**config.mk**
```make
export PLATFORM = sky130hd
export DESIGN_NAME = board_engine
export DESIGN_NICKNAME = d
export VERILOG_FILES = /design/src/rtl/board_engine.sv
export SDC_FILE = /design/constraint.sdc
export NUM_CORES = 1
export LEC_CHECK = 0
export CAP_MARGIN = 20
export CORE_MARGIN = 4
export CORE_UTILIZATION = 50
export DETAILED_ROUTE_END_ITERATION = 6
export GPL_TIMING_DRIVEN = 0
export PLACE_DENSITY_LB_ADDON = 0.15
export SYNTH_ARGS = -nofsm -noshare
export SYNTH_HDL_FRONTEND = slang
export SYNTH_SLANG_ARGS = --single-unit
```
**constraint.sdc**
```tcl
create_clock -name clk -period 15.5 [get_ports clk]
set_input_delay 3.1 -clock clk [delete_from_list [all_inputs] [get_ports clk]]
set_output_delay 3.1 -clock clk [all_outputs]
set_load 0.03 [all_outputs]
```
**src/rtl/board_engine.sv**
```systemverilog
// board_engine: Othello board datapath. Holds the 8x8 board, checks a
// cursor move for legality, places and flips disks, recounts the board,
// and offers a combinational read port for the display path.
module board_engine (
    input  logic       clk,
    input  logic       reset_n,
    input  logic       new_game,
    input  logic [2:0] cur_x,
    input  logic [2:0] cur_y,
    input  logic       side,
    input  logic       detect,
    input  logic       place,
    input  logic [2:0] rd_x,
    input  logic [2:0] rd_y,
    output logic [1:0] rd_cell,
    output logic       busy,
    output logic       done,
    output logic       legal,
    output logic [6:0] black_count,
    output logic [6:0] white_count,
    output logic       win,
    output logic [1:0] winner
);

    localparam logic [2:0] ST_IDLE   = 3'd0;
    localparam logic [2:0] ST_SCAN   = 3'd1;
    localparam logic [2:0] ST_WRITE  = 3'd2;
    localparam logic [2:0] ST_FLIP   = 3'd3;
    localparam logic [2:0] ST_COUNT  = 3'd4;
    localparam logic [2:0] ST_FINISH = 3'd5;

    localparam logic [1:0] CELL_EMPTY = 2'b00;
    localparam logic [1:0] CELL_BLACK = 2'b01;
    localparam logic [1:0] CELL_WHITE = 2'b10;

    // Column step for direction d (N, NE, E, SE, S, SW, W, NW), 5-bit two's complement
    function automatic logic [4:0] dir_dx(input logic [2:0] d);
        logic [4:0] r;
        case (d)
            3'd1, 3'd2, 3'd3: r = 5'b00001;
            3'd5, 3'd6, 3'd7: r = 5'b11111;
            default:          r = 5'b00000;
        endcase
        return r;
    endfunction

    // Row step for direction d; north is towards row 0
    function automatic logic [4:0] dir_dy(input logic [2:0] d);
        logic [4:0] r;
        case (d)
            3'd0, 3'd1, 3'd7: r = 5'b11111;
            3'd3, 3'd4, 3'd5: r = 5'b00001;
            default:          r = 5'b00000;
        endcase
        return r;
    endfunction

    // Lowest set bit of mask at index >= start; bit 3 of the result flags "found"
    function automatic logic [3:0] next_set(input logic [7:0] mask, input logic [3:0] start);
        logic [3:0] r;
        r = 4'b0000;
        for (int i = 7; i >= 0; i--) begin
            if (mask[i] && (i >= int'(start))) begin
                r = {1'b1, i[2:0]};
            end
        end
        return r;
    endfunction

    // Board index is y*8 + x
    function automatic logic [63:0][1:0] opening_board();
        logic [63:0][1:0] b;
        b     = '0;
        b[27] = CELL_WHITE;
        b[36] = CELL_WHITE;
        b[28] = CELL_BLACK;
        b[35] = CELL_BLACK;
        return b;
    endfunction

    logic [2:0]       state_q, state_d;
    logic [63:0][1:0] board_q, board_d;
    logic [2:0]       x_q, x_d;
    logic [2:0]       y_q, y_d;
    logic             side_q, side_d;
    logic             place_op_q, place_op_d;
    logic [2:0]       dir_q, dir_d;
    logic [2:0]       run_q, run_d;
    logic [4:0]       px_q, px_d;
    logic [4:0]       py_q, py_d;
    logic [7:0]       dir_mask_q, dir_mask_d;
    logic [7:0][2:0]  run_arr_q, run_arr_d;
    logic             ok_q, ok_d;
    logic [5:0]       cnt_idx_q, cnt_idx_d;
    logic [6:0]       shadow_black_q, shadow_black_d;
    logic [6:0]       shadow_white_q, shadow_white_d;
    logic             legal_q, legal_d;
    logic [6:0]       black_count_q, black_count_d;
    logic [6:0]       white_count_q, white_count_d;
    logic             win_q, win_d;
    logic [1:0]       winner_q, winner_d;

    logic       on_board;
    logic [5:0] pos_idx;
    logic [1:0] pos_cell;
    logic [5:0] cursor_idx;
    logic [1:0] own_cell;
    logic [1:0] opp_cell;
    logic [1:0] count_cell;
    logic [6:0] black_total;
    logic [6:0] white_total;
    logic       board_full;
    logic       game_over;
    logic [1:0] final_winner;
    logic [3:0] nxt_dir;
    logic [3:0] first_dir;

    assign on_board    = (px_q[4:3] == 2'b00) && (py_q[4:3] == 2'b00);
    assign pos_idx     = {py_q[2:0], px_q[2:0]};
    assign pos_cell    = board_q[pos_idx];
    assign cursor_idx  = {y_q, x_q};
    assign own_cell    = side_q ? CELL_WHITE : CELL_BLACK;
    assign opp_cell    = side_q ? CELL_BLACK : CELL_WHITE;
    assign count_cell  = board_q[cnt_idx_q];
    assign black_total = shadow_black_q + {6'd0, count_cell == CELL_BLACK};
    assign white_total = shadow_white_q + {6'd0, count_cell == CELL_WHITE};
    assign board_full  = ({1'b0, black_total} + {1'b0, white_total}) == 8'd64;
    assign game_over   = board_full || (black_total == 7'd0) || (white_total == 7'd0);
    assign final_winner = (black_total > white_total) ? 2'b01 :
                          (white_total > black_total) ? 2'b10 : 2'b11;
    assign nxt_dir     = next_set(dir_mask_q, {1'b0, dir_q} + 4'd1);
    assign first_dir   = next_set(dir_mask_q, 4'd0);

    // Command sequencing: scan directions, write, flip runs, recount, report
    always_comb begin
        state_d        = state_q;
        board_d        = board_q;
        x_d            = x_q;
        y_d            = y_q;
        side_d         = side_q;
        place_op_d     = place_op_q;
        dir_d          = dir_q;
        run_d          = run_q;
        px_d           = px_q;
        py_d           = py_q;
        dir_mask_d     = dir_mask_q;
        run_arr_d      = run_arr_q;
        ok_d           = ok_q;
        cnt_idx_d      = cnt_idx_q;
        shadow_black_d = shadow_black_q;
        shadow_white_d = shadow_white_q;
        legal_d        = legal_q;
        black_count_d  = black_count_q;
        white_count_d  = white_count_q;
        win_d          = win_q;
        winner_d       = winner_q;

        if (new_game) begin
            state_d       = ST_IDLE;
            board_d       = opening_board();
            legal_d       = 1'b0;
            black_count_d = 7'd2;
            white_count_d = 7'd2;
            win_d         = 1'b0;
            winner_d      = 2'b00;
        end else begin
            case (state_q)
                ST_IDLE: begin
                    if (place || detect) begin
                        state_d    = ST_SCAN;
                        x_d        = cur_x;
                        y_d        = cur_y;
                        side_d     = side;
                        place_op_d = place;
                        dir_d      = 3'd0;
                        run_d      = 3'd0;
                        dir_mask_d = 8'd0;
                        run_arr_d  = '0;
                        ok_d       = 1'b0;
                        px_d       = {2'b00, cur_x} + dir_dx(3'd0);
                        py_d       = {2'b00, cur_y} + dir_dy(3'd0);
                    end
                end

                ST_SCAN: begin
                    if (on_board && (pos_cell == opp_cell)) begin
                        run_d = run_q + 3'd1;
                        px_d  = px_q + dir_dx(dir_q);
                        py_d  = py_q + dir_dy(dir_q);
                    end else begin
                        if (on_board && (pos_cell == own_cell) && (run_q != 3'd0)) begin
                            dir_mask_d[dir_q] = 1'b1;
                            run_arr_d[dir_q]  = run_q;
                        end
                        if (dir_q == 3'd7) begin
                            ok_d = (board_q[cursor_idx] == CELL_EMPTY) && (dir_mask_d != 8'd0);
                            if (place_op_q && ok_d) begin
                                state_d = ST_WRITE;
                            end else begin
                                state_d = ST_FINISH;
                                legal_d = ok_d;
                            end
                        end else begin
                            dir_d = dir_q + 3'd1;
                            run_d = 3'd0;
                            px_d  = {2'b00, x_q} + dir_dx(dir_q + 3'd1);
                            py_d  = {2'b00, y_q} + dir_dy(dir_q + 3'd1);
                        end
                    end
                end

                ST_WRITE: begin
                    board_d[cursor_idx] = own_cell;
                    dir_d   = first_dir[2:0];
                    run_d   = 3'd1;
                    px_d    = {2'b00, x_q} + dir_dx(first_dir[2:0]);
                    py_d    = {2'b00, y_q} + dir_dy(first_dir[2:0]);
                    state_d = ST_FLIP;
                end

                ST_FLIP: begin
                    board_d[pos_idx] = own_cell;
                    if (run_q == run_arr_q[dir_q]) begin
                        if (nxt_dir[3]) begin
                            dir_d = nxt_dir[2:0];
                            run_d = 3'd1;
                            px_d  = {2'b00, x_q} + dir_dx(nxt_dir[2:0]);
                            py_d  = {2'b00, y_q} + dir_dy(nxt_dir[2:0]);
                        end else begin
                            state_d        = ST_COUNT;
                            cnt_idx_d      = 6'd0;
                            shadow_black_d = 7'd0;
                            shadow_white_d = 7'd0;
                        end
                    end else begin
                        run_d = run_q + 3'd1;
                        px_d  = px_q + dir_dx(dir_q);
                        py_d  = py_q + dir_dy(dir_q);
                    end
                end

                ST_COUNT: begin
                    if (cnt_idx_q == 6'd63) begin
                        black_count_d = black_total;
                        white_count_d = white_total;
                        win_d         = game_over;
                        winner_d      = game_over ? final_winner : 2'b00;
                        legal_d       = ok_q;
                        state_d       = ST_FINISH;
                    end else begin
                        cnt_idx_d      = cnt_idx_q + 6'd1;
                        shadow_black_d = black_total;
                        shadow_white_d = white_total;
                    end
                end

                ST_FINISH: begin
                    state_d = ST_IDLE;
                end

                default: begin
                    state_d = ST_IDLE;
                end
            endcase
        end
    end

    // State and board registers with asynchronous reset to the opening position
    always_ff @(posedge clk or negedge reset_n) begin
        if (!reset_n) begin
            state_q        <= ST_IDLE;
            board_q        <= opening_board();
            x_q            <= 3'd0;
            y_q            <= 3'd0;
            side_q         <= 1'b0;
            place_op_q     <= 1'b0;
            dir_q          <= 3'd0;
            run_q          <= 3'd0;
            px_q           <= 5'd0;
            py_q           <= 5'd0;
            dir_mask_q     <= 8'd0;
            run_arr_q      <= '0;
            ok_q           <= 1'b0;
            cnt_idx_q      <= 6'd0;
            shadow_black_q <= 7'd0;
            shadow_white_q <= 7'd0;
            legal_q        <= 1'b0;
            black_count_q  <= 7'd2;
            white_count_q  <= 7'd2;
            win_q          <= 1'b0;
            winner_q       <= 2'b00;
        end else begin
            state_q        <= state_d;
            board_q        <= board_d;
            x_q            <= x_d;
            y_q            <= y_d;
            side_q         <= side_d;
            place_op_q     <= place_op_d;
            dir_q          <= dir_d;
            run_q          <= run_d;
            px_q           <= px_d;
            py_q           <= py_d;
            dir_mask_q     <= dir_mask_d;
            run_arr_q      <= run_arr_d;
            ok_q           <= ok_d;
            cnt_idx_q      <= cnt_idx_d;
            shadow_black_q <= shadow_black_d;
            shadow_white_q <= shadow_white_d;
            legal_q        <= legal_d;
            black_count_q  <= black_count_d;
            white_count_q  <= white_count_d;
            win_q          <= win_d;
            winner_q       <= winner_d;
        end
    end

    assign rd_cell     = board_q[{rd_y, rd_x}];
    assign busy        = (state_q != ST_IDLE);
    assign done        = (state_q == ST_FINISH) && !new_game;
    assign legal       = legal_q;
    assign black_count = black_count_q;
    assign white_count = white_count_q;
    assign win         = win_q;
    assign winner      = winner_q;

endmodule

```
### Yosys cells after proc, flatten, opt, wreduce, memory -nomap -nowiden

Cells that the tools add are included.
W data, S select, Z words.

| cells by class | value |
|---|---|
| shifts and indexed selects | 0 |
| multiply operators | 0 |
| $lt $le $gt $ge | 18 |
| mux-type cells | 159 |
| $add $sub $neg | 18 |
| bitwise operators | 2 |
| reductions and logical operators | 68 |
| equality and inequality tests | 58 |
| divide/modulo/power cells | 0 |

Operator list:

| operator | number |
|---|---|
| $bwmux W128 | 2 |
| $pmux W128 S2 | 1 |
| $mux W5 | 42 |
| $mux W128 | 1 |
| $mux W3 | 27 |
| $pmux W5 S2 | 8 |
| $mux W24 | 3 |
| $mux W7 | 10 |
| $eq A3 B3 Y1 const B | 18 |
| $bmux W2 S6 | 4 |
| $mux W8 | 6 |
| $pmux W24 S2 | 1 |
| $reduce_or A3 Y1 | 16 |
| $pmux W5 S4 | 2 |
| $mux W4 | 8 |
| $add A3 B5 Y5 | 6 |
| $eq A3 B2 Y1 const B | 10 |
| $lt A6 B7 Y1 const B | 4 |
| $pmux W7 S2 | 2 |
| $ne A3 B3 Y1 const B | 9 |
| $mux W2 | 13 |
| $reduce_and A5 Y1 | 5 |
| $bwmux W24 | 1 |
| $demux W2 S6 | 2 |
| other kinds (49) | 122 |

| word-level totals | value |
|---|---|
| memory bits (read-only) | 0 |
| output and inout bits | 22 |
| memories kept | 0 |
| bits in writable memories | 0 |
| word-level logic and storage cells | 414 |
| bits in latches | 0 |
| input port bits | 18 |
| bits in registers | 226 |

### Longest topological paths before layout

Gate-level depths: netlist of run 1.

| depth | value |
|---|---|
| word-level depth | 22 |
| gate-level depth with buffers | 21 |
| depth with buffers taken out | 19 |

### Least setup slack after synthesis of run 1

OpenSTA, ideal clock, no wires.

| path | value |
|---|---|
| path type | input to output |
| from | input port rd_x[0] |
| to | output port rd_cell[0] |
| arrival | 5.452 ns |
| data required time | 12.400 ns |
| stages on the path | 5 |
| path slack | 6.948 ns |
| path buffers | 2 |
| path through | clkbuf_1 -> buf_1 -> mux4_2 -> mux4_2 -> mux4_2 |

| between the ends | value |
|---|---|
| word-level cells in the longest chain between the ends | 2 |

Ends and longest elaborated chain:

| element | RTL line | RTL |
|---|---|---|
| start, declared | 13 | `input logic [2:0] rd_x,` |
| $bmux W2 S6 | 317 | `assign rd_cell = board_q[{rd_y, rd_x}];` |
| $mux W2 (implied by the code) | 317 |  |
| end, declared | 15 | `output logic [1:0] rd_cell,` |

Every way passes these cells. The select of a mux whose other input is x is not followed.

### Worst setup path after layout of run 1

| path | value |
|---|---|
| from | input port rd_x[1] |
| to | output port rd_cell[1] |

Same word-level chain as after synthesis.

==> impl_metrics.toml, run 1 <==
[outcome]
status = "complete, no violations"

[sta]
fin_crit_ns = 9.800
finalCritPeriodShare = 0.6322
worst_slew_pin_slew_ns = 1.296
finalHoldViolations = 0
setup_ws_ns = 5.700
max_slew_margin = 0.1292
drv_slew = 0
setup-violations-final = 0
rsz0062_at_grt = "no"
setup_tns_ns = 0
max_freq_mhz = 102.0
skew_ns = 0.02987

[min_path]
hp-class = "flip-flop to flip-flop"

[worst_setup_path]
cp.arrival_ns = 6.70
critPathRequiredTime_ns = 12.40
cpMaxStageDelayCell = "clkbuf_1"
crit_fanout = 10
path_common_cell = "mux4_2"
worstSetupStartpointType = "primary input"
crit_family = "buffers and inverters"
end_kind = "primary output"
slowest_delay_ns = 0.82
crit_chain = "clkdlybuf4s50_1, clkbuf_1, mux4_2, mux4_2, mux4_2, clkdlybuf4s50_1"
criticalPathCategory = "primary input to primary output"
worst-path-buf-inv = 3

[power_and_ir_drop]
switchingPower_uw = 1677
leakage_uw = 0.007779
clockPowerShare = 0.174
comb_power_share = 0.567
seq_power_share = 0.259
swShare = 0.4679
power_density_mw_per_mm2 = 189.2
intPower_uw = 1907
totalPowerFinal_uw = 3585
ir_drop_uv = 113.9

[clocking]
numCtsBuffers = 26
cts.hold.buffers_added = 0
cts.repair.resized = 0
cts_num_sinks = 226
clock_path_buffers = 3
clkLatencyLatePin_ns = 0.56
path_clk_slew_ns = 0.06
cts.htree.levels = 1
tritoncts = "done"
cts_root_buf = "clkbuf_16"
postCtsSetupBuffers = 0

[final_layout]
num-nets-final = 1882
drive_gt1_frac = 0.1769
synthToLayoutAreaGrowth_pct = 11.35

[die]
die_w_um = 192.5
num_rows = 67
core_mm2 = 0.03353
die_y_um = 192.5
initial_utilization = 0.5074
boundaryPins = 40
die_area_mm2 = 0.03704

[yosys]
synth_cells = 1718
syn_area_per_cell_um2 = 9.903
ys_seq_area_frac = 0.3328
ys_warn_count = 0
netlist_area_mm2 = 0.01701
synth_seq_cells = 226
netlist.area_leader.share = 0.3236
synth_commonest_cells = "dfrtp_1, nand2_1, a21oi_1"
synth.distinct_cells = 80
async_flop_share = 1.000
synth-edff-count = 0
synth_most_common_cell = "dfrtp_1"
ys.flop_type = "dfrtp_1"
synth_fp_nets = 1810
synth.area.top_cells = "dfrtp_1, mux4_2, mux2_2"
synth_largest_area_cell = "dfrtp_1"

[global_routing]
grt_usage = 0.3339
grt_pass1_wl_um = 93440
overflow = 0
antenna_found_initial = 2
grt_max_degree = 103
grt_pass1_vias = 15029

[routing]
vias = 15300
drt_iter0_drc = 1785
wl_um = 62370
vias_per_cell = 6.773
drc_errors = 0
wl_per_cell_um = 27.61
ant_nets = 0
dr.pass1.iters = 6

[placement]
io_buffers = 36
finalWeightedCongestion = 1.108
dp_slack_ns = 5.809
dpl.hpwl_um = 46650

[flow_run]
max-cap-violations = 0
## area by class of cell
| cell class | instances | area, µm² |
|---|---|---|
| plain buffers | 128 | 576.8 |
| well taps | 448 | 560.5 |
| clock buffers | 38 | 767.0 |
| clock inverters | 9 | 102.6 |
| multi-input cells | 1307 | 10560 |
| fillers | 3013 | 14590 |
| diodes | 2 | 5.005 |
| flip-flops and latches | 226 | 5663 |
| inverters | 57 | 214.0 |
| repair buffers | 44 | 496.7 |
## registers in the layout, summed over array words and instances, names as in the netlist, 2 cells and up
| register | cells |
|---|---|
| shadow_black_q | 7 |
| black_count | 7 |
| run_arr_q | 24 |
| state_q | 3 |
| y_q | 3 |
| dir_q | 3 |
| px_q | 5 |
| x_q | 3 |
| winner | 2 |
| board_q | 128 |
| white_count | 7 |
| shadow_white_q | 7 |
| run_q | 3 |
| dir_mask_q | 8 |
| cnt_idx_q | 6 |
| py_q | 5 |
## through the flow
| stage | instance area (µm²) | hold WS, ns | instances | utilization |
|---|---|---|---|---|
| final | 18950 | 0.4813 | 2259 | 0.5650 |
| after CTS | 18860 | 0.4818 | 2251 | 0.5626 |
| after global placement | 17930 | 0.4650 | 2202 | 0.5349 |
| after detailed placement | 17990 | 0.4664 | 2204 | 0.5366 |
| after floorplan | 17010 | 0.4358 | 1718 | - |
| after global routing | 18950 | 0.5014 | 2259 | 0.5650 |
## worst paths after layout
path,startpoint,to,slack (ns),cells past startpoint
worst max-delay path,rd_x[1],rd_cell[1],5.70,6
worst min-delay path,winner[1]$_DFFE_PN0P_,winner[1]$_DFFE_PN0P_,0.48,2
worst max register to register,cnt_idx_q[0]$_DFFE_PN0P_,winner[1]$_DFFE_PN0P_,8.91,21
worst min register to register,winner[1]$_DFFE_PN0P_,winner[1]$_DFFE_PN0P_,0.48,2
max in group asynchronous,reset_n,board_q[29]$_DFFE_PN0P_,12.32,2
min in group asynchronous,reset_n,py_q[2]$_DFFE_PN0P_,2.39,1
## tightest hold or removal path, stage by stage, from the launching register on
cell     delay [ns]
dfrtp_1        0.34
nand2_1        0.05
nand2_1        0.05
## routing by layer
layer	share of wire	vias up	wire (µm)	track usage
met5	0	-	0	0.01236
met4	0.065	0	4054	0.1747
met3	0.097	246	6031	0.07182
met2	0.45	914	28230	0.5329
met1	0.39	7524	24050	0.4273
li1	-	6616	-	-
## cell families after synthesis
| kind of cell | after synthesis | synth area share |
|---|---|---|
| compound gates | 455 | 0.1673 |
| simple gates | 430 | 0.1195 |
| mux | 305 | 0.2533 |
| flops | 226 | 0.3328 |
| buf+inv | 185 | 0.04648 |
| fa+ha+maj | 74 | 0.05839 |
| xor+xnor | 43 | 0.02214 |
## power groups by stage
stage	sequential, µW	clock, µW	combinational, µW
floorplan	848	0	1380
global placement	920	0	1930
detailed placement	925	0	1950
CTS	916	636	1960
global route	941	660	2140
finish	927	625	2030
## cells in the final DEF, fill, tap and decap left out, types with 16 or more instances in the layout
master           netlist  final
dfrtp_1              220    220
nand2_1              135    135
a21oi_1              131    131
mux2_2               125    125
nor2_1               117    117
o21ai_0               93     93
mux2i_1               92     92
mux4_2                88     88
clkbuf_1              80     86
ha_1                  65     65
o22ai_1               64     64
nand3_1               58     58
inv_1                 54     54
a22oi_1               35     35
clkdlybuf4s50_1        0     35
nor3_1                29     29
xnor2_1               28     28
clkbuf_16              0     27
buf_2                 20     21
a211oi_1              19     19
buf_1                 17     17
or3_1                 16     16
Power figures use the tool's default switching activity.
==> inputs of run 2 (changes only) <==
==> constraint.sdc (replaced) <==
create_clock -name clk -period 9.6 [get_ports clk]
set_input_delay 1.92 -clock clk [delete_from_list [all_inputs] [get_ports clk]]
set_output_delay 1.92 -clock clk [all_outputs]
set_load 0.03 [all_outputs]
==> results of run 2 <==
Same layout as run 1 (identical final DEF). Status: complete, no violations.
Main changes from that run: setup slack after placement 5.809 ns -> 2.269 ns; setup slack after layout 5.700 ns -> 2.160 ns; register-to-register setup slack 8.91 ns -> 3.01 ns; total power 3585 µW -> 5788 µW; worst IR drop on VDD 113.9 µV -> 184.0 µV
==> inputs of run 3 (changes only) <==
==> constraint.sdc (replaced) <==
create_clock -name clk -period 6.9 [get_ports clk]
set_input_delay 1.38 -clock clk [delete_from_list [all_inputs] [get_ports clk]]
set_output_delay 1.38 -clock clk [all_outputs]
set_load 0.03 [all_outputs]
==> run 3 against run 2 <==
Net effect: the run now ends with design-rule violations left; total power increased by 39%; routed wire length about the same; flip-flop and latch count unchanged; final cell count did not move; register-to-register slack got worse by 2.4 ns; non-clock buffer count is the same; global-route usage unchanged; sequential power grew 39%; clock-buffer cell count unchanged; critical path depth is the same; die area did not move; clock power increased by 39%; critical path type unchanged.
==> impl_metrics.toml, run 3 (synthesis gave the netlist of run 1 again) <==
[outcome]
status = "complete, but fails checks"
violations = "design-rule violations"

[clocking]
cts_num_sinks = 226
clkLatencyLatePin_ns = 0.56
cts.hold.buffers_added = 0
clock_path_buffers = 3
cts_root_buf = "clkbuf_16"
numCtsBuffers = 26
tritoncts = "done"
cts.htree.levels = 1
path_clk_slew_ns = 0.06

[sta]
worst_slew_pin_slew_ns = 1.296
max_freq_mhz = 155.6
setup-violations-final = 0
max_slew_margin = 0.1291
finalHoldViolations = 0
rsz0062_at_grt = "no"
finalCritPeriodShare = 0.9314
skew_ns = 0.02661
fin_crit_ns = 6.427
drv_slew = 0

[final_layout]
drive_gt1_frac = 0.1780
layout_commonest_cell = "dfrtp_1"
finish.utilization = 0.5651
num-nets-final = 1882
final_cell_mix = "dfrtp_1, nand2_1, a21oi_1, mux2_2, nor2_1"
multi_input_comb_area_mm2 = 0.01056
fill_cells = 3011
top_register = "board_q"
seqCellArea_mm2 = 0.005663
final_area_mm2 = 0.01895
synthToLayoutAreaGrowth_pct = 11.37
largest_register_ffs = 128
reg_top3 = "board_q x128, run_arr_q x24, dir_mask_q x8"

[routing]
wl_um = 62310
wl_met3_um = 5777
wl_per_cell_um = 27.58
route.layer.met1.wl_um = 24310
drc_errors = 2
dr.max_layer_used = "met4"
drt_iter0_drc = 1897
vias = 15309
vias_per_cell = 6.777
dr.pass1.iters = 7
met2WireLength_um = 28240
ant_nets = 0

[worst_setup_path]
slowest_delay_ns = 0.87
worstSetupStartpointType = "primary input"
reg2reg_slack_ns = 0.62
criticalPathCategory = "primary input to primary output"
worstSetupStartpoint = "rd_x[1]"
reg2reg_to = "winner[1]$_DFFE_PN0P_"
crit_chain = "clkdlybuf4s50_1, clkbuf_1, mux4_2, mux4_2, mux4_2, clkdlybuf4s50_1"
end_kind = "primary output"
cp.arrival_ns = 5.05
critPathRequiredTime_ns = 5.52
r2r_start = "cnt_idx_q[0]$_DFFE_PN0P_"
crit_fanout = 10
cpMaxStageDelayCell = "clkbuf_1"
r2r_cells = 22
crit_path_end = "rd_cell[0]"
path_common_cell = "mux4_2"

[global_routing]
grt_pass1_vias = 15029
grt_pass1_wl_um = 93440
grt_usage = 0.3339
antenna_found_initial = 2
overflow = 0
grt_max_degree = 103

[die]
core_mm2 = 0.03353
boundaryPins = 40
initial_utilization = 0.5074
die_w_um = 192.5
die_area_mm2 = 0.03704
die_y_um = 192.5
num_rows = 67

[power_and_ir_drop]
ir_drop_uv = 257.3
power_density_mw_per_mm2 = 424.6
leakage_uw = 0.007786

[placement]
dpl.hpwl_um = 46650
placed_area_mm2 = 0.01799
finalWeightedCongestion = 1.108
io_buffers = 36

[min_path]
worstHoldPathCells = 2
hp-class = "flip-flop to flip-flop"

[flow_run]
max-cap-violations = 0
==> run 3: cell count changes in the layout (fill, tap and decap cells not counted), sizes merged <==
cell | before | now
buf | 57 | 55
clkbuf | 118 | 120
==> run 3: worst max-delay path: cells and delay by family <==
| kind | cells | cell delay, ns |
|---|---|---|
| buf+inv | 3 | 2.12 |
| mux | 3 | 1.53 |
==> run 3: what timing repair did <==
action	CTS	global route
endpoints found under the setup margin	0	2
setup buffers	0	0
gates resized for setup	0	4
==> run 3: where the power goes <==
| group | switching, µW | internal (µW) |
|---|---|---|
| sequential | 446 | 1640 |
| clock | 562 | 841 |
| combinational | 2750 | 1810 |
==> run 3: final cells by class <==
type | count | share of cell area
multi-input cells | 1307 | 0.5573
flip-flops and latches | 226 | 0.2989
clock buffers | 38 | 0.04048
plain buffers | 128 | 0.03057
well taps | 448 | 0.02958
repair buffers | 44 | 0.02621
inverters | 57 | 0.01129
clock inverters | 9 | 0.005415
diodes | 2 | 0.0002641
==> run 3: per-stage QoR <==
stage                     total power, µW  std cells  hold WS (ns)  setup slack (ns)  setup TNS [ns]
after global placement               6397       2202        0.4650            -5.070        -1120.82
final                                8045       2259        0.4812            0.4735               0
after global routing                 8415       2259        0.5014            0.1959               0
after detailed placement             6452       2204        0.4664            0.4185               0
after CTS                            7885       2251        0.4818            0.3490               0
after floorplan                      5002       1718        0.4358             1.715               0
==> run 3: how the worst min path moves through the flow <==
stage                                          start  slack (ns)                    endpoint
final                          winner[1]$_DFFE_PN0P_        0.48       winner[1]$_DFFE_PN0P_
after global routing      white_count[1]$_DFFE_PN1P_        0.50  white_count[1]$_DFFE_PN1P_
after CTS                      winner[1]$_DFFE_PN0P_        0.48       winner[1]$_DFFE_PN0P_
after detailed placement       winner[1]$_DFFE_PN0P_        0.47       winner[1]$_DFFE_PN0P_
after global placement         winner[1]$_DFFE_PN0P_        0.47       winner[1]$_DFFE_PN0P_
after floorplan               place_op_q$_DFFE_PN0P_        0.44      place_op_q$_DFFE_PN0P_
==> run 3: layer usage <==
layer,GRT usage,vias to the layer above
met1,0.4273,7563
met3,0.07182,235
li1,-,6619
met5,0.01236,-
met4,0.1747,0
met2,0.5329,892
==> variant 1 (flow settings as in run 3) <==
Put one more register stage on the output `white_count`, with the module's reset. The value now appears one clock later. The other outputs are not delayed to match.
--- a/src/rtl/board_engine.sv
+++ b/src/rtl/board_engine.sv
@@ -319,7 +319,13 @@
     assign done        = (state_q == ST_FINISH) && !new_game;
     assign legal       = legal_q;
     assign black_count = black_count_q;
-    assign white_count = white_count_q;
+    always_ff @(posedge clk or negedge reset_n) begin
+        if (!reset_n) begin
+            white_count <= '0;
+        end else begin
+            white_count <= white_count_q;
+        end
+    end
     assign win         = win_q;
     assign winner      = winner_q;
 
Behaviour: not the same (a bounded check fails within 4 cycles, from zero or initial values and one cycle with reset_n low).
==> variant 1 against run 3 <==
- final cell count down 1.2%
- sequential cell count up 7
- worst setup slack lost 130 ps
- wire length up 5.2%
- final area increased by 0.48%
- critical endpoint is now winner[1]$_DFFE_PN0P_
- area after synthesis is 0.26% higher
- power grew 3.4%
- clock skew is 14 ps lower
==> variant 1: results (changes against run 3) <==
[place]
dpl.cell_count = 2178  ; -1.2%
post-place-ws_ps = 212  ; -207 ps
dpl.hpwl_um = 48100  ; +3.0%
placed_cell_area_sq_um = 18100  ; +0.40%

[power_and_ir_drop]
comb-power_w = 0.00466  ; +2%
swShare = 0.476  ; +0.00892
p_leak_nw = 7.88  ; +1.2%

[synthesis]
synth_cells = 1689  ; -1.7%
syn_nets = 1781  ; -1.6%
synth-adder-area-share = 0.0582  ; -0.000150
synth_compound_area_frac = 0.167  ; -0.000503

[worst_setup_path]
crit_family = multiplexers
worstPathMaxFanout = 8  ; -2
slowest_stage = mux4_2
max_stage_delay_ps = 600  ; -270 ps

[timing]
fin_worst_skew_ps = 12.9  ; -13.8 ps

[routing]
post_drt_wl_per_cell_um = 29.4  ; +6.5%
wl_met3_um = 8170  ; +41%
wl_met1_um = 26200  ; +8.0%
top_layer = met5
drt_wl_total_um = 65600  ; +5.2%

[global_route]
antenna_found_initial = 3  ; +1
grt_use_met2 = 0.513  ; -0.0194
grt_usage = 0.352  ; +0.0185
grt_use_met1 = 0.486  ; +0.0586

[cells_and_area]
antenna_cells = 0  ; -2
final_nets = 1857  ; -1.3%

[clock_network]
numCtsBuffers = 27  ; +3.8%

[outcome]
status = completed

variant 1: path summary, 6_finish.rpt:
path                                               from                  endpoint  cells past startpoint
min in group asynchronous                       reset_n   board_q[40]$_DFFE_PN0P_                      1
max in group asynchronous                       reset_n  run_arr_q[8]$_DFFE_PN0P_                      2
hold reg to reg            white_count_q[0]$_DFFE_PN0P_  white_count[0]$_DFF_PN0_                      0
setup reg to reg               cnt_idx_q[0]$_DFFE_PN0P_     winner[1]$_DFFE_PN0P_                     20
setup / recovery               cnt_idx_q[0]$_DFFE_PN0P_     winner[1]$_DFFE_PN0P_                     20
hold / removal             white_count_q[0]$_DFFE_PN0P_  white_count[0]$_DFF_PN0_                      0
variant 1: cell type report:
type                            count  area (sq um)
Clock inverter                     10           114
Buffer                            123           489
Clock buffer                       39           771
Timing Repair Buffer               47           534
Multi-Input combinational cell   1273         10500
Inverter                           60           225
Fill cell                        3045         14600
Sequential cell                   233          5840
Tap cell                          448           561
==> variant 2 (settings of run 3) <==
Without the edit above. Make the reset (`reset_n`) synchronous in one clocked block. Comments in the files are not updated.
--- a/src/rtl/board_engine.sv
+++ b/src/rtl/board_engine.sv
@@ -266,7 +266,7 @@
     end
 
     // State and board registers with asynchronous reset to the opening position
-    always_ff @(posedge clk or negedge reset_n) begin
+    always_ff @(posedge clk) begin
         if (!reset_n) begin
             state_q        <= ST_IDLE;
             board_q        <= opening_board();
Function: differs if reset_n is asserted again (counterexample within 4 cycles, from zero or initial values and one cycle with reset_n low); with reset_n held inactive, the same outputs for 4 cycles.
==> variant 2 against run 3 <==
- the flow still finishes with violations (design-rule violations)
- area after synthesis down 5.0%
- critical path depth up 10
- sequential cell count stayed put
- wire length is 12% higher
- final area down 5.1%
- worst setup slack got worse by 53 ps
- first-iteration DRC count rose by 22%
- highest routed layer is now met5
Power is not compared: it rests on default switching activity, and its combinational part moved more than twofold at a synthesized area within 25%.
==> variant 2: results (changes against run 3) <==
[outcome]
status = finished, violations left
violations = design-rule violations

[cells_and_area]
final_nets = 2011  ; +6.9%
top_regs = board_q x128, run_arr_q x24, dir_mask_q x8
drive_gt1_frac = 0.104  ; -0.0739

[worst_setup_path]
setup.worst_path.start = cnt_idx_q[0]$_SDFFE_PN0P_
worstPathMaxFanout = 10  ; unchanged
reg2reg_depth = 16  ; -27%
cp.arrival_ps = 6890  ; +1840 ps
r2r_start = cnt_idx_q[0]$_SDFFE_PN0P_

[synthesis]
synth_cell_types = 92  ; +15%
synth_area_leaders = dfxtp_1, mux4_2, mux2i_1, nor2_1, ha_1
async_flop_share = 0  ; -1.00
yosysSeqAreaShare = 0.280  ; -0.0530
ys.flop_type = dfxtp_1
syn_nets = 1944  ; +7.4%
ys_top_cells_by_count = nor2_1, dfxtp_1, nand2_1
synth_warnings = 0  ; unchanged
syn_area_per_cell_sq_um = 8.72  ; -12%

[place]
dpl.hpwl_um = 53000  ; +14%
gp_congestion = 1.06  ; -4.3%
dpl.cell_count = 2291  ; +3.9%
portBuffers = 35  ; -2.8%
post-place-ws_ps = 466  ; +47.8 ps

[global_route]
grt_pass1_vias = 15900  ; +5.6%
antenna_found_initial = 3  ; +1
grt_usage = 0.383  ; +0.0493
grt_max_degree = 14  ; -86%
grt_pass1_wl_um = 103000  ; +10%

[timing]
fin_worst_skew_ps = 16.8  ; -9.78 ps
max_slew_margin = 0.215  ; +0.0854

[clock_network]
clk_latency_ps = 560  ; about the same
clock_path_buffers = 3  ; unchanged
htree_levels = 1  ; unchanged
path_clk_slew_ps = 60  ; about the same
cts-root-buf = clkbuf_16
numCtsBuffers = 26  ; unchanged

[routing]
route.detailed.drc = 1  ; -1
first_pass_iters = 7  ; unchanged
post_drt_wl_per_cell_um = 29.9  ; +8.3%
drt_wl_total_um = 70000  ; +12%
num_vias = 16400  ; +6.9%
first_iter_violations = 2308  ; +22%

[power_and_ir_drop]
peakVddDrop_uv = 219
p_leak_nw = 6.02

[hold_path]
hp-class = reg -> reg
min_from = white_count[0]$_SDFFE_PP0P_
hold_path_depth = 2  ; unchanged

[floorplanning]
core_sq_um = 31700  ; -5.4%

==> variant 2: cell count changes after synthesis, moves of 45 or more <==
cell,before,now
a211oi_1,19,69
a21oi_1,131,86
dfrtp_1,220,0
dfxtp_1,0,226
mux2_2,125,2
nor2_1,117,261
o21ai_0,93,45
==> variant 2: power by group <==
| group | switching (W) | internal (W) | leakage [nW] |
|---|---|---|---|
| Sequential | 0.0000233 | 0.00132 | 1.82 |
| Clock | 0.000585 | 0.000860 | 0.438 |
| Combinational | 0.000609 | 0.000267 | 3.76 |
| Total | 0.00122 | 0.00245 | 6.02 |
==> variant 2: worst paths after layout <==
| kind | to | slack, ps |
|---|---|---|
| worst max register to register | winner[0]$_SDFFE_PP0P_ | 420 |
| worst min-delay path | white_count[0]$_SDFFE_PP0P_ | 460 |
| worst min register to register | white_count[0]$_SDFFE_PP0P_ | 460 |
| worst max-delay path | winner[0]$_SDFFE_PP0P_ | 420 |
==> variant 2: repair_timing <==
| action | CTS | global route |
|---|---|---|
| hold buffers | 0 | 0 |
| setup buffers | 0 | 0 |
| endpoints found under the hold margin | 0 | 0 |
| gates resized for setup | 0 | 2 |
| setup endpoints to repair | 0 | 1 |
==> variant 2: per-stage QoR <==
step,cell area (sq um),hold WS [ps]
global route,18000,481
CTS,17900,460
floorplan,16200,435
finish,18000,459
detailed placement,17000,453
global placement,17000,448
==> variant 2: logic make-up after synthesis <==
group | synth area share
XOR/XNOR | 0.0238
AO/OA/AOI/OAI | 0.204
flip-flops | 0.280
buffers and inverters | 0.0460
AND/OR/NAND/NOR | 0.183
adder cells (fa/ha/maj) | 0.0607
multiplexers | 0.203
==> variant 2: layout make-up <==
| type | instances | area [sq um] |
|---|---|---|
| Sequential cell | 226 | 4520 |
| Buffer | 135 | 579 |
| Tap cell | 402 | 503 |
| Clock buffer | 35 | 734 |
| Fill cell | 2910 | 13700 |
| Timing Repair Buffer | 39 | 407 |
| Antenna cell | 1 | 2.50 |
| Inverter | 44 | 165 |
| Multi-Input combinational cell | 1448 | 10900 |
| Clock inverter | 13 | 160 |
==> variant 2: layer usage <==
layer / global-route usage / share of wire
met2: 0.605 / 0.45
met3: 0.0925 / 0.11
met4: 0.263 / 0.085
met1: 0.463 / 0.36
met5: 0 / 0.00016
==> variant 2: worst max-delay path, cell delays in order, from the launching register on <==
cell and delay, ps:
dfxtp_1 340, clkbuf_1 660, buf_1 820, mux4_2 660
mux4_2 560, mux4_2 490, nor2b_1 160, ha_1 240
ha_1 270, nand3_1 140, xnor2_1 440, ha_1 370
or4b_2 690, nor2_1 130, a211oi_1 80, o21ai_0 190
a21oi_1 80
